## src/rtl/calc_pkg.sv

```systemverilog
`default_nettype none
// ============================================================================
// Module      : calc_pkg
// Description : Shared types and constants for the calculator controller.
//               Holds the FSM state encoding, the ALU op code values and the
//               default datapath widths.
// Revision    : 1.0 - initial release
// ============================================================================
package calc_pkg;

    localparam int DATA_W_DEF = 32;
    localparam int SW_W_DEF   = 16;

    // ALU op codes as produced by the button encoder
    localparam logic [3:0] OP_ADD = 4'd0;
    localparam logic [3:0] OP_SUB = 4'd1;
    localparam logic [3:0] OP_AND = 4'd2;
    localparam logic [3:0] OP_OR  = 4'd3;
    localparam logic [3:0] OP_XOR = 4'd4;

    typedef enum logic [1:0] {
        ST_IDLE    = 2'd0,
        ST_ISSUE   = 2'd1,
        ST_CAPTURE = 2'd2
    } state_t;

endpackage
`default_nettype wire

```

## src/rtl/calc_debounce.sv

```systemverilog
`default_nettype none
// ============================================================================
// Module      : calc_debounce
// Description : One button input path: 2-flop synchroniser, consecutive-cycle
//               debounce counter, filtered level and rising-edge pulse.
// Ports       : clk, rst_n  - clock, async active-low reset
//               btn_i       - raw asynchronous button
//               level_o     - debounced level
//               rise_o      - one-cycle pulse on each 0->1 of level_o
// Revision    : 1.0 - initial release
// ============================================================================
module calc_debounce
    import calc_pkg::*;
#(
    parameter int unsigned DEBOUNCE_CYCLES = 500000
) (
    input  logic clk,
    input  logic rst_n,
    input  logic btn_i,
    output logic level_o,
    output logic rise_o
);

    localparam int unsigned CNT_W = (DEBOUNCE_CYCLES > 1) ? $clog2(DEBOUNCE_CYCLES) : 1;
    localparam logic [CNT_W-1:0] CNT_LAST = CNT_W'(DEBOUNCE_CYCLES - 1);

    logic             sync1_q;
    logic             sync2_q;
    logic             level_q;
    logic             level_d;
    logic             level_prev_q;
    logic [CNT_W-1:0] cnt_q;
    logic [CNT_W-1:0] cnt_d;

    // The counter tracks how many consecutive cycles the synchronised input
    // has disagreed with the filtered level; any agreeing cycle restarts it.
    always_comb begin
        cnt_d   = '0;
        level_d = level_q;
        if (sync2_q != level_q) begin
            if (cnt_q == CNT_LAST) begin
                level_d = sync2_q;
            end else begin
                cnt_d = cnt_q + CNT_W'(1);
            end
        end
    end

    always_ff @(posedge clk or negedge rst_n) begin
        if (!rst_n) begin
            sync1_q      <= 1'b0;
            sync2_q      <= 1'b0;
            level_q      <= 1'b0;
            level_prev_q <= 1'b0;
            cnt_q        <= '0;
        end else begin
            sync1_q      <= btn_i;
            sync2_q      <= sync1_q;
            level_q      <= level_d;
            level_prev_q <= level_q;
            cnt_q        <= cnt_d;
        end
    end

    assign level_o = level_q;
    assign rise_o  = level_q & ~level_prev_q;

endmodule
`default_nettype wire

```

## src/rtl/calc_ctrl.sv

```systemverilog
`default_nettype none
// ============================================================================
// Module      : calc_ctrl
// Description : Sequencing controller for the button-driven calculator.
//               Debounces the five buttons, turns btnd/btnu presses into
//               execute/clear events and runs one ALU operation per press,
//               accumulating the result (mirrored on the LEDs).
// Ports       : clk, rst_n            - clock, async active-low reset
//               btnu/btnd             - clear / execute buttons (raw)
//               btnl/btnc/btnr        - op-select buttons (raw)
//               btn_f                 - debounced {btnl,btnc,btnr} to encoder
//               enc_op                - op code from encoder
//               sw                    - switch operand (sign-extended)
//               alu_result            - combinational ALU result
//               alu_op, op1, op2      - registered ALU op code and operands
//               led                   - accumulator[15:0]
//               busy                  - operation in flight
// Revision    : 1.0 - initial release
// ============================================================================
module calc_ctrl
    import calc_pkg::*;
#(
    parameter int          DATA_W          = DATA_W_DEF,
    parameter int          SW_W            = SW_W_DEF,
    parameter int unsigned DEBOUNCE_CYCLES = 500000
) (
    input  logic              clk,
    input  logic              rst_n,
    input  logic              btnu,
    input  logic              btnd,
    input  logic              btnl,
    input  logic              btnc,
    input  logic              btnr,
    output logic [2:0]        btn_f,
    input  logic [3:0]        enc_op,
    input  logic [SW_W-1:0]   sw,
    input  logic [DATA_W-1:0] alu_result,
    output logic [3:0]        alu_op,
    output logic [DATA_W-1:0] op1,
    output logic [DATA_W-1:0] op2,
    output logic [15:0]       led,
    output logic              busy
);

    // Button order: [4]=btnu, [3]=btnd, [2]=btnl, [1]=btnc, [0]=btnr
    logic [4:0] btn_raw;
    logic [4:0] btn_level;
    logic [4:0] btn_rise;
    logic [2:0] sel_rise_unused;
    logic       exec;
    logic       clr;

    assign btn_raw = {btnu, btnd, btnl, btnc, btnr};

    generate
        for (genvar i = 0; i < 5; i++) begin : g_btn
            calc_debounce #(
                .DEBOUNCE_CYCLES (DEBOUNCE_CYCLES)
            ) u_debounce (
                .clk     (clk),
                .rst_n   (rst_n),
                .btn_i   (btn_raw[i]),
                .level_o (btn_level[i]),
                .rise_o  (btn_rise[i])
            );
        end
    endgenerate

    assign btn_f           = btn_level[2:0];
    assign exec            = btn_rise[3];
    assign clr             = btn_rise[4];
    // Op-select buttons are consumed as levels by the encoder; their edges
    // have no use here.
    assign sel_rise_unused = btn_rise[2:0];

    state_t            state_q;
    state_t            state_d;
    logic [DATA_W-1:0] acc_q;
    logic [DATA_W-1:0] acc_d;
    logic [3:0]        op_q;
    logic [3:0]        op_d;
    logic [DATA_W-1:0] opb_q;
    logic [DATA_W-1:0] opb_d;

    // Clear wins over everything: in IDLE it suppresses a simultaneous
    // execute, in ISSUE/CAPTURE it aborts the operation without capture.
    always_comb begin
        state_d = state_q;
        acc_d   = acc_q;
        op_d    = op_q;
        opb_d   = opb_q;
        if (clr) begin
            acc_d   = '0;
            state_d = ST_IDLE;
        end else begin
            case (state_q)
                ST_IDLE: begin
                    if (exec) begin
                        op_d    = enc_op;
                        opb_d   = DATA_W'($signed(sw));
                        state_d = ST_ISSUE;
                    end
                end
                ST_ISSUE: begin
                    state_d = ST_CAPTURE;
                end
                ST_CAPTURE: begin
                    acc_d   = alu_result;
                    state_d = ST_IDLE;
                end
                default: begin
                    state_d = ST_IDLE;
                end
            endcase
        end
    end

    always_ff @(posedge clk or negedge rst_n) begin
        if (!rst_n) begin
            state_q <= ST_IDLE;
            acc_q   <= '0;
            op_q    <= '0;
            opb_q   <= '0;
        end else begin
            state_q <= state_d;
            acc_q   <= acc_d;
            op_q    <= op_d;
            opb_q   <= opb_d;
        end
    end

    // ALU inputs come straight from registers, so they stay stable across
    // the whole ISSUE/CAPTURE window and hold their values in IDLE.
    assign alu_op = op_q;
    assign op1    = acc_q;
    assign op2    = opb_q;
    assign led    = acc_q[15:0];
    assign busy   = (state_q != ST_IDLE);

endmodule
`default_nettype wire

```

## config.mk

```make
export PLATFORM = sky130hd
export DESIGN_NAME = calc_ctrl
export DESIGN_NICKNAME = d
export VERILOG_FILES = /design/src/rtl/calc_pkg.sv /design/src/rtl/calc_debounce.sv /design/src/rtl/calc_ctrl.sv
export SDC_FILE = /design/constraint.sdc
export NUM_CORES = 1
export LEC_CHECK = 0
export CAP_MARGIN = 40
export CORE_MARGIN = 4
export CORE_UTILIZATION = 30
export CTS_BUF_LIST = sky130_fd_sc_hd__clkbuf_16
export CTS_CLUSTER_DIAMETER = 80
export DETAILED_ROUTE_END_ITERATION = 16
export SKIP_CTS_REPAIR_TIMING = 1
export SLEW_MARGIN = 30
export SYNTH_ARGS = -nofsm -noshare
export SYNTH_HDL_FRONTEND = slang
export SYNTH_SLANG_ARGS = --single-unit
export TNS_END_PERCENT = 30
```

## constraint.sdc

```tcl
create_clock -name clk -period 2.9 [get_ports clk]
set_clock_uncertainty 0.2 [all_clocks]
set_input_delay 0.29 -clock clk [delete_from_list [all_inputs] [get_ports clk]]
set_output_delay 0.29 -clock clk [all_outputs]
set_load 0.005 [all_outputs]
```

Word level (Yosys, flattened, before mapping). Index checks and enable logic that the tools add are counted.

Input bits: 59. Logic and storage cells: 73. Output and inout port bits: 88. Register bits: 166.

Reduce and logical (&&, ||, !) cells: 9. Multiplexer cells: 15. $add $sub $neg: 5. Bitwise logic cells: 5. Equal/unequal tests: 13.

Operators by type and width (count): 2-to-1 mux 19 bit (10); adder 19 x 1 -> 19 bit, second input constant (5); equality test 19 bit, second input constant (5); 2-to-1 mux 32 bit (2); AND reduction 2 bit (5); inequality test 1 bit (5); 2-to-1 mux 2 bit (2); case mux 2 bit (2 select lines) (1); nonzero test 2 bit (2); inequality test 3 bit, second input constant (1); NOT 1 bit (3); AND reduction 3 bit (1); bitwise AND 1 bit (2); equality test 2 x 1 -> 1 bit, second input constant (1); equality test 2 bit, second input constant (1); logical NOT 2 bit (1).

Longest topological paths before layout. Gate-level depths: netlist of run 1.

Depth after elaboration: 5. Gate-level depth with buffers: 7. Gate-level depth less buffers: 5.

Hierarchy. Synthesis of run 1 repeated with hierarchy kept, for this count alone.

Cell total of the unflattened synthesis: 758. Area, all modules: 7911.3 um^2.

Modules (own cells, without submodules): calc_debounce (sequential area each 575.6 um^2, area each 1111.1 um^2, cells an instance 107, instances 5); calc_ctrl (sequential area each 1351.3 um^2, area each 2356.0 um^2, cells an instance 223, instances 1).

Worst setup path before layout of run 1. OpenSTA, ideal clock, no wires.

Kind: register to register. Start: reg g_btn[4].u_debounce.cnt_q[7]. End: reg g_btn[4].u_debounce.level_q. Clock period less this slack: 2.189 ns. Data required time: 2.575 ns. Setup time: 0.125 ns. Path slack: 0.711 ns. Path buffers: 0. Cell stages (with the launch flop): 5. Arrival: 1.864 ns. Cell sequence: dfrtp_1 -> or4b_1 -> or4_4 -> nor2_1 -> mux2_2.

Word-level cells in the longest chain between the ends: 2.

RTL lines: start, declared (RTL line calc_debounce.sv:32) `logic [CNT_W-1:0] cnt_q;`; start signal, assigned (RTL line calc_debounce.sv:61) `cnt_q <= cnt_d;`; equality test 19 bit (RTL line calc_debounce.sv:41) `if (cnt_q == CNT_LAST) begin`; AND reduction 2 bit (no line); end signal, assigned (RTL line calc_debounce.sv:59) `level_q <= level_d;`; end, declared (RTL line calc_debounce.sv:29) `logic level_q;`.

Every way passes these cells. A chain may end at the register's enable or synchronous reset.

Worst setup path after layout of run 1.
Start: reg g_btn[3].u_debounce.cnt_q[14]. End: reg g_btn[3].u_debounce.cnt_q[7].

Word-level cells in the longest chain between the ends: 3.

RTL lines: start, declared (RTL line calc_debounce.sv:32); start signal, assigned (RTL line calc_debounce.sv:61); equality test 19 bit (RTL line calc_debounce.sv:41); 2-to-1 mux 19 bit (RTL line calc_debounce.sv:41); 2-to-1 mux 19 bit (RTL line calc_debounce.sv:40) `if (sync2_q != level_q) begin`; named net g_btn[3].u_debounce.cnt_d[7] (RTL line calc_debounce.sv:33) `logic [CNT_W-1:0] cnt_d;`.

The timed path passes the listed nets, and every way through them passes these cells.

==> impl_metrics.yaml, run 1 <==
status:
  outcome: "complete, no violations"
synthesis:
  seq_area_frac_synth: 0.5549
  ys_types: 43
  syn_nets: 744
  yosys_warnings: 0
  ys.flop_type: "dfrtp_1"
  synthArstFlopShare: 1.000
  synth_area_sq_mm: 0.007486
  syn_inst: 680
  synth_area_per_cell_sq_um: 11.01
  ys_seq_elements: 166
  synth_edf_count: 0
sta:
  finalHoldViolCount: 0
  worst_pin_slew_ps: 778.4
  fin_hold_ws_ps: 101.9
  timing.setup.tns_ps: 0
  relSlewSlack: 0.4788
  rsz0062_at_grt: "false"
  setup_viol: 0
  maxSlewViolCount: 0
  fin_ws_ps: 534.9
  period_needed_ps: 2365
  fin_crit_sh: 0.8155
  max_freq_ghz: 0.4228
worst_setup_path:
  reg2reg_to: "g_btn[3].u_debounce.cnt_q[7]"
  reg2reg_slack_ps: 530
  crit_fanout: 18
  required_ps: 2980
  cp_slowest_cell: "or4_4"
  critPathMaxStageDelay_ps: 550
  critPathArrivalTime_ps: 2450
  endpoint_kind: "register"
  timing.critical_path.max_delay_family: "simple AND/OR/NAND/NOR gates"
  timing.rr.start: "g_btn[3].u_debounce.cnt_q[14]"
  cp_num_buf_inv: 0
  critPathKind: "register to register"
  worstRegToRegCells: 4
  cp_cell_sequence: "or4b_1 > or4_4 > o21ai_4 > nor2_1"
  crit_path_start_kind: "register"
routing:
  topRoutingLayerUsed: "met4"
  drtAntennaViolNets: 0
  drtIter0Drc: 209
  firstDrtPassIters: 6
  wl_met2_mm: 7.328
  met3_length_microns: 640
  routedWlPerCell_microns: 13.85
  num_vias: 5242
  drc: 0
  routed_wl_mm: 15.76
  wl_met1_mm: 7.478
  vias_per_cell: 4.606
floorplanning:
  fp.dieH_microns: 166.0
  die_area_sq_mm: 0.02754
  core_area_sq_mm: 0.02446
  ios: 147
  num_rows: 57
  dieWidth_microns: 166.0
  start_util: 0.3060
cts:
  cts_tree: "yes"
  cts.clk_slew.worst_paths_ps: 70
  cts-root-buf: "clkbuf_16"
  cts_buffers: 17
  clock_sinks: 166
  clockBufferDepth: 2
  clk_latency_ps: 420
  h-tree-depth: 4
place:
  dp_worst_setup_slack_ps: 528.3
  place_area_sq_mm: 0.009097
  place.gp.congestion: 0.7783
  dp_hpwl_mm: 10.96
  io_buffers: 146
hold_path:
  min_path_type: "input pin to register"
  min_from: "btnr"
  min_delay_worst_endpoint: "g_btn[0].u_debounce.sync1_q"
  whs_path_depth: 1
grt:
  grt_overflow: 0
  antenna_found_initial: 0
  grt_start_max_net_pins: 65
  grt_pass1_wl_mm: 26.86
  grt_pass1_vias: 5198
  track_usage: 0.1167
layout:
  area_delta_synth_final_pct: 29.48
  antenna_cells: 0
  mostFrequentLayoutCells: "166 x dfrtp_1, 145 x clkdlybuf4s50_1, 84 x nor2_1"
  final_common_cell: "dfrtp_1"
  drive_above_1_share: 0.09582
  nets: 866
  fin_area_sq_mm: 0.009693
power:
  ir_drop_mv: 0.2400
  pwr_density_cell_mw_per_mm2: 506.2
  p_leak_nw: 3.882
flow_run:
  drv_cap: 0
worst register-to-register path, stage by stage (launching register included):
cell	delay, ps
dfrtp_1	410
or4b_1	540
or4_4	550
o21ai_4	420
nor2_1	110
registers in the layout, indices dropped and copies added, names as in the netlist:
name and flops:
g_btn.u_debounce.sync2_q 5, op1 32, op2 16, g_btn.u_debounce.sync1_q 5, g_btn.u_debounce.level_prev_q 2, g_btn.u_debounce.level_o 5, g_btn.u_debounce.cnt_q 95, state_q 2
alu_op 4
layout make-up:
type,instances,area [sq um]
Multi-Input combinational cell,439,2913
Inverter,22,82.58
Timing Repair Buffer,156,1553
Tap cell,324,405.4
Sequential cell,166,4154
Clock buffer,17,425.4
Fill cell,2379,14770
Clock inverter,14,160.2
synth_stat cells, types with 6 or more instances:
| master | count | area share |
|---|---|---|
| a21oi_1 | 24 | 0.016 |
| a22o_1 | 32 | 0.037 |
| and3_1 | 6 | 0.0050 |
| buf_4 | 36 | 0.036 |
| clkbuf_1 | 13 | 0.0065 |
| dfrtp_1 | 166 | 0.55 |
| inv_1 | 22 | 0.011 |
| mux2_2 | 25 | 0.038 |
| nand2_1 | 28 | 0.014 |
| nand3_1 | 27 | 0.018 |
| nand4_1 | 25 | 0.021 |
| nor2_1 | 84 | 0.042 |
| nor3_1 | 14 | 0.0094 |
| nor4_1 | 15 | 0.013 |
| o21ai_0 | 13 | 0.0087 |
| o31ai_1 | 8 | 0.0080 |
| or3_1 | 15 | 0.013 |
| or4_1 | 12 | 0.012 |
| xnor2_1 | 51 | 0.060 |
| xor2_1 | 16 | 0.019 |
power breakdown:
group | switching, W | total [W] | internal (W)
clock network | 0.000920 | 0.00226 | 0.00134
logic | 0.000111 | 0.000259 | 0.000148
registers | 0.0000306 | 0.00238 | 0.00235
logic make-up after synthesis:
group | after synthesis | synth area share
muxes | 25 | 0.03761
buffers and inverters | 75 | 0.05716
AOI/OAI and AO/OA | 84 | 0.08023
adders and majority gates | 5 | 0.008357
and+or+nand+nor | 258 | 0.1834
DFF | 166 | 0.5549
xor gates and xnor gates | 67 | 0.07839
metrics by stage:
step | util | cells | power (W)
final | 0.3962 | 1138 | 0.004907
after global routing | 0.3962 | 1138 | 0.005140
after CTS | 0.3958 | 1137 | 0.005008
after detailed placement | 0.3719 | 1106 | 0.002695
after global placement | 0.3719 | 1106 | 0.002691
after floorplan | - | 680 | 0.002507
how the worst max path moves through the flow:
stage,startpoint,end,slack (ps),cells past startpoint
2_1_floorplan,g_btn[4].u_debounce.cnt_q[7],g_btn[4].u_debounce.level_o,710,4
3_3_place_gp,g_btn[3].u_debounce.cnt_q[14],g_btn[3].u_debounce.cnt_q[8],590,4
3_5_place_dp,g_btn[3].u_debounce.cnt_q[14],g_btn[3].u_debounce.cnt_q[11],530,4
4_1_cts,g_btn[3].u_debounce.cnt_q[14],g_btn[3].u_debounce.cnt_q[7],520,4
5_1_grt,g_btn[3].u_debounce.cnt_q[12],g_btn[3].u_debounce.cnt_q[7],430,4
6_report,g_btn[3].u_debounce.cnt_q[14],g_btn[3].u_debounce.cnt_q[7],530,4
routing by layer:
layer	track usage	vias up
li1	-	2609
met1	0.1585	2499
met5	0	-
met4	0.04268	0
met2	0.1820	114
met3	0.02856	20
Power figures use the tool's default switching activity.
==> run 2, diff against run 1 <==
- clock period: 2.9 -> 2.4 ns (I/O delays scaled with it)
==> run 2 against run 1 <==
  * Count of clock-buffer cells in the layout stayed put
  * Register-to-register slack got worse by 420 ps
  * Clock power grew 22%
  * Critical path depth is the same
  * Critical endpoint is now g_btn[4].u_debounce.level_o
  * Highest routed layer unchanged
==> impl_metrics.yaml, run 2 (synthesis results as in run 1) <==
status:
  outcome: "complete, no violations"
cts:
  cts.clk_slew.worst_paths_ps: 70
  cts-root-buf: "clkbuf_16"
  clk_latency_ps: 420
  cts_buffers: 17
  clockBufferDepth: 2
  cts_tree: "yes"
  clock_sinks: 166
  h-tree-depth: 4
sta:
  max_freq_ghz: 0.4369
  rsz0062_at_grt: "false"
  period_needed_ps: 2289
  maxSlewViolCount: 0
  timing.setup.tns_ps: 0
  setup_viol: 0
  worst_pin_slew_ps: 556.0
  fin_crit_sh: 0.9538
  relSlewSlack: 0.6259
  finalHoldViolCount: 0
floorplanning:
  start_util: 0.3060
  num_rows: 57
  ios: 147
  core_area_sq_mm: 0.02446
  fp.dieH_microns: 166.0
  dieWidth_microns: 166.0
  die_area_sq_mm: 0.02754
worst_setup_path:
  worstRegToRegCells: 4
  critPathKind: "register to register"
  endpoint_kind: "register"
  cp-endpoint: "g_btn[4].u_debounce.level_o"
  critPathArrivalTime_ps: 2390
  reg2reg_slack_ps: 110
  timing.rr.start: "g_btn[4].u_debounce.cnt_q[7]"
  worstSetupStartpoint: "g_btn[4].u_debounce.cnt_q[7]"
  crit_fanout: 4
  reg2reg_to: "g_btn[4].u_debounce.level_o"
  crit_path_start_kind: "register"
  required_ps: 2500
layout:
  multi_input_area_sq_mm: 0.002913
  largest-register: "g_btn.u_debounce.cnt_q"
  regArea_sq_mm: 0.004154
  drive_above_1_share: 0.1190
  final_util: 0.4018
  num-fill-cells: 2327
  antenna_cells: 0
  largest_reg_flops: 95
  mostFrequentLayoutCells: "166 x dfrtp_1, 145 x clkdlybuf4s50_1, 84 x nor2_1"
  nets: 883
  final_common_cell: "dfrtp_1"
  area_delta_synth_final_pct: 31.31
  fin_area_sq_mm: 0.009829
place:
  place_area_sq_mm: 0.009225
  dp_hpwl_mm: 11.42
  io_buffers: 146
  place.gp.congestion: 0.7961
routing:
  num_vias: 5409
  drtAntennaViolNets: 0
  drtIter0Drc: 218
  firstDrtPassIters: 4
  drc: 0
  vias_per_cell: 4.679
  routedWlPerCell_microns: 13.88
  routed_wl_mm: 16.04
grt:
  grt_start_max_net_pins: 56
  antenna_found_initial: 0
  grt_overflow: 0
  track_usage: 0.1185
  grt_pass1_wl_mm: 27.58
  grt_pass1_vias: 5378
flow_run:
  drv_cap: 0
power:
  ir_drop_mv: 0.3349
  pwr_density_cell_mw_per_mm2: 605.7
  p_leak_nw: 3.972
hold_path:
  min_path_type: "input pin to register"
run 2: cell types whose count changed in the layout (fill, tap and decap cells not counted):
| cell | change |
|---|---|
| buf_4 | +17 |
| clkinv_4 | +5 |
| clkinvlp_4 | -3 |
| clkinv_1 | -2 |
| inv_6 | +2 |
| bufinv_16 | -1 |
| inv_1 | -1 |
| inv_8 | +1 |
run 2: report_power, final:
part           internal, W  total (W)  leakage [nW]  switching [W]
Sequential         0.00284    0.00288          2.24      0.0000380
Clock              0.00156    0.00275         0.294        0.00119
Combinational     0.000188   0.000326          1.44       0.000137
Total              0.00459    0.00595          3.97        0.00136
run 2: metal layers:
layer / vias up / global-route usage / wire length, microns
met5: - / 0 / 0
met2: 112 / 0.1868 / 7479
met4: 0 / 0.03372 / 304
met1: 2612 / 0.1592 / 7615
li1: 2660 / - / -
met3: 25 / 0.03547 / 641
run 2: how the worst min path moves through the flow:
stage                from                           to  slack (ps)  cells past startpoint
floorplan           rst_n                    alu_op[0]        -260                      0
global route         btnc  g_btn[1].u_debounce.sync1_q          30                      1
finish               btnc  g_btn[1].u_debounce.sync1_q          60                      1
global placement    rst_n                    alu_op[2]          50                      1
detailed placement  rst_n                    alu_op[2]          40                      1
CTS                 rst_n                    alu_op[2]        -420                      1
run 2: worst max-delay path, cell delays in order, from the launching register on:
cell	delay [ps]
dfrtp_1	420
or4b_1	550
or4_4	550
nor2_1	120
mux2_2	340
run 2: through the flow:
| step | std cells | hold slack, ps | total power, W | setup slack (ps) |
|---|---|---|---|---|
| detailed placement | 1123 | 37.55 | 0.003267 | 138.1 |
| finish | 1156 | 63.05 | 0.005954 | 111.0 |
| CTS | 1155 | -418.8 | 0.006048 | 108.1 |
| floorplan | 680 | -255.6 | 0.003029 | 211.3 |
| global route | 1156 | 33.86 | 0.006218 | 47.06 |
| global placement | 1123 | 46.38 | 0.003264 | 172.0 |
run 2: area by class of cell:
| class | instances | share of cell area |
|---|---|---|
| timing repair buffer | 173 | 0.1710 |
| clock buffer | 17 | 0.04328 |
| multi-input combinational | 439 | 0.2963 |
| inverter | 22 | 0.008401 |
| sequential | 166 | 0.4226 |
| tap | 324 | 0.04124 |
| clock inverter | 15 | 0.01718 |
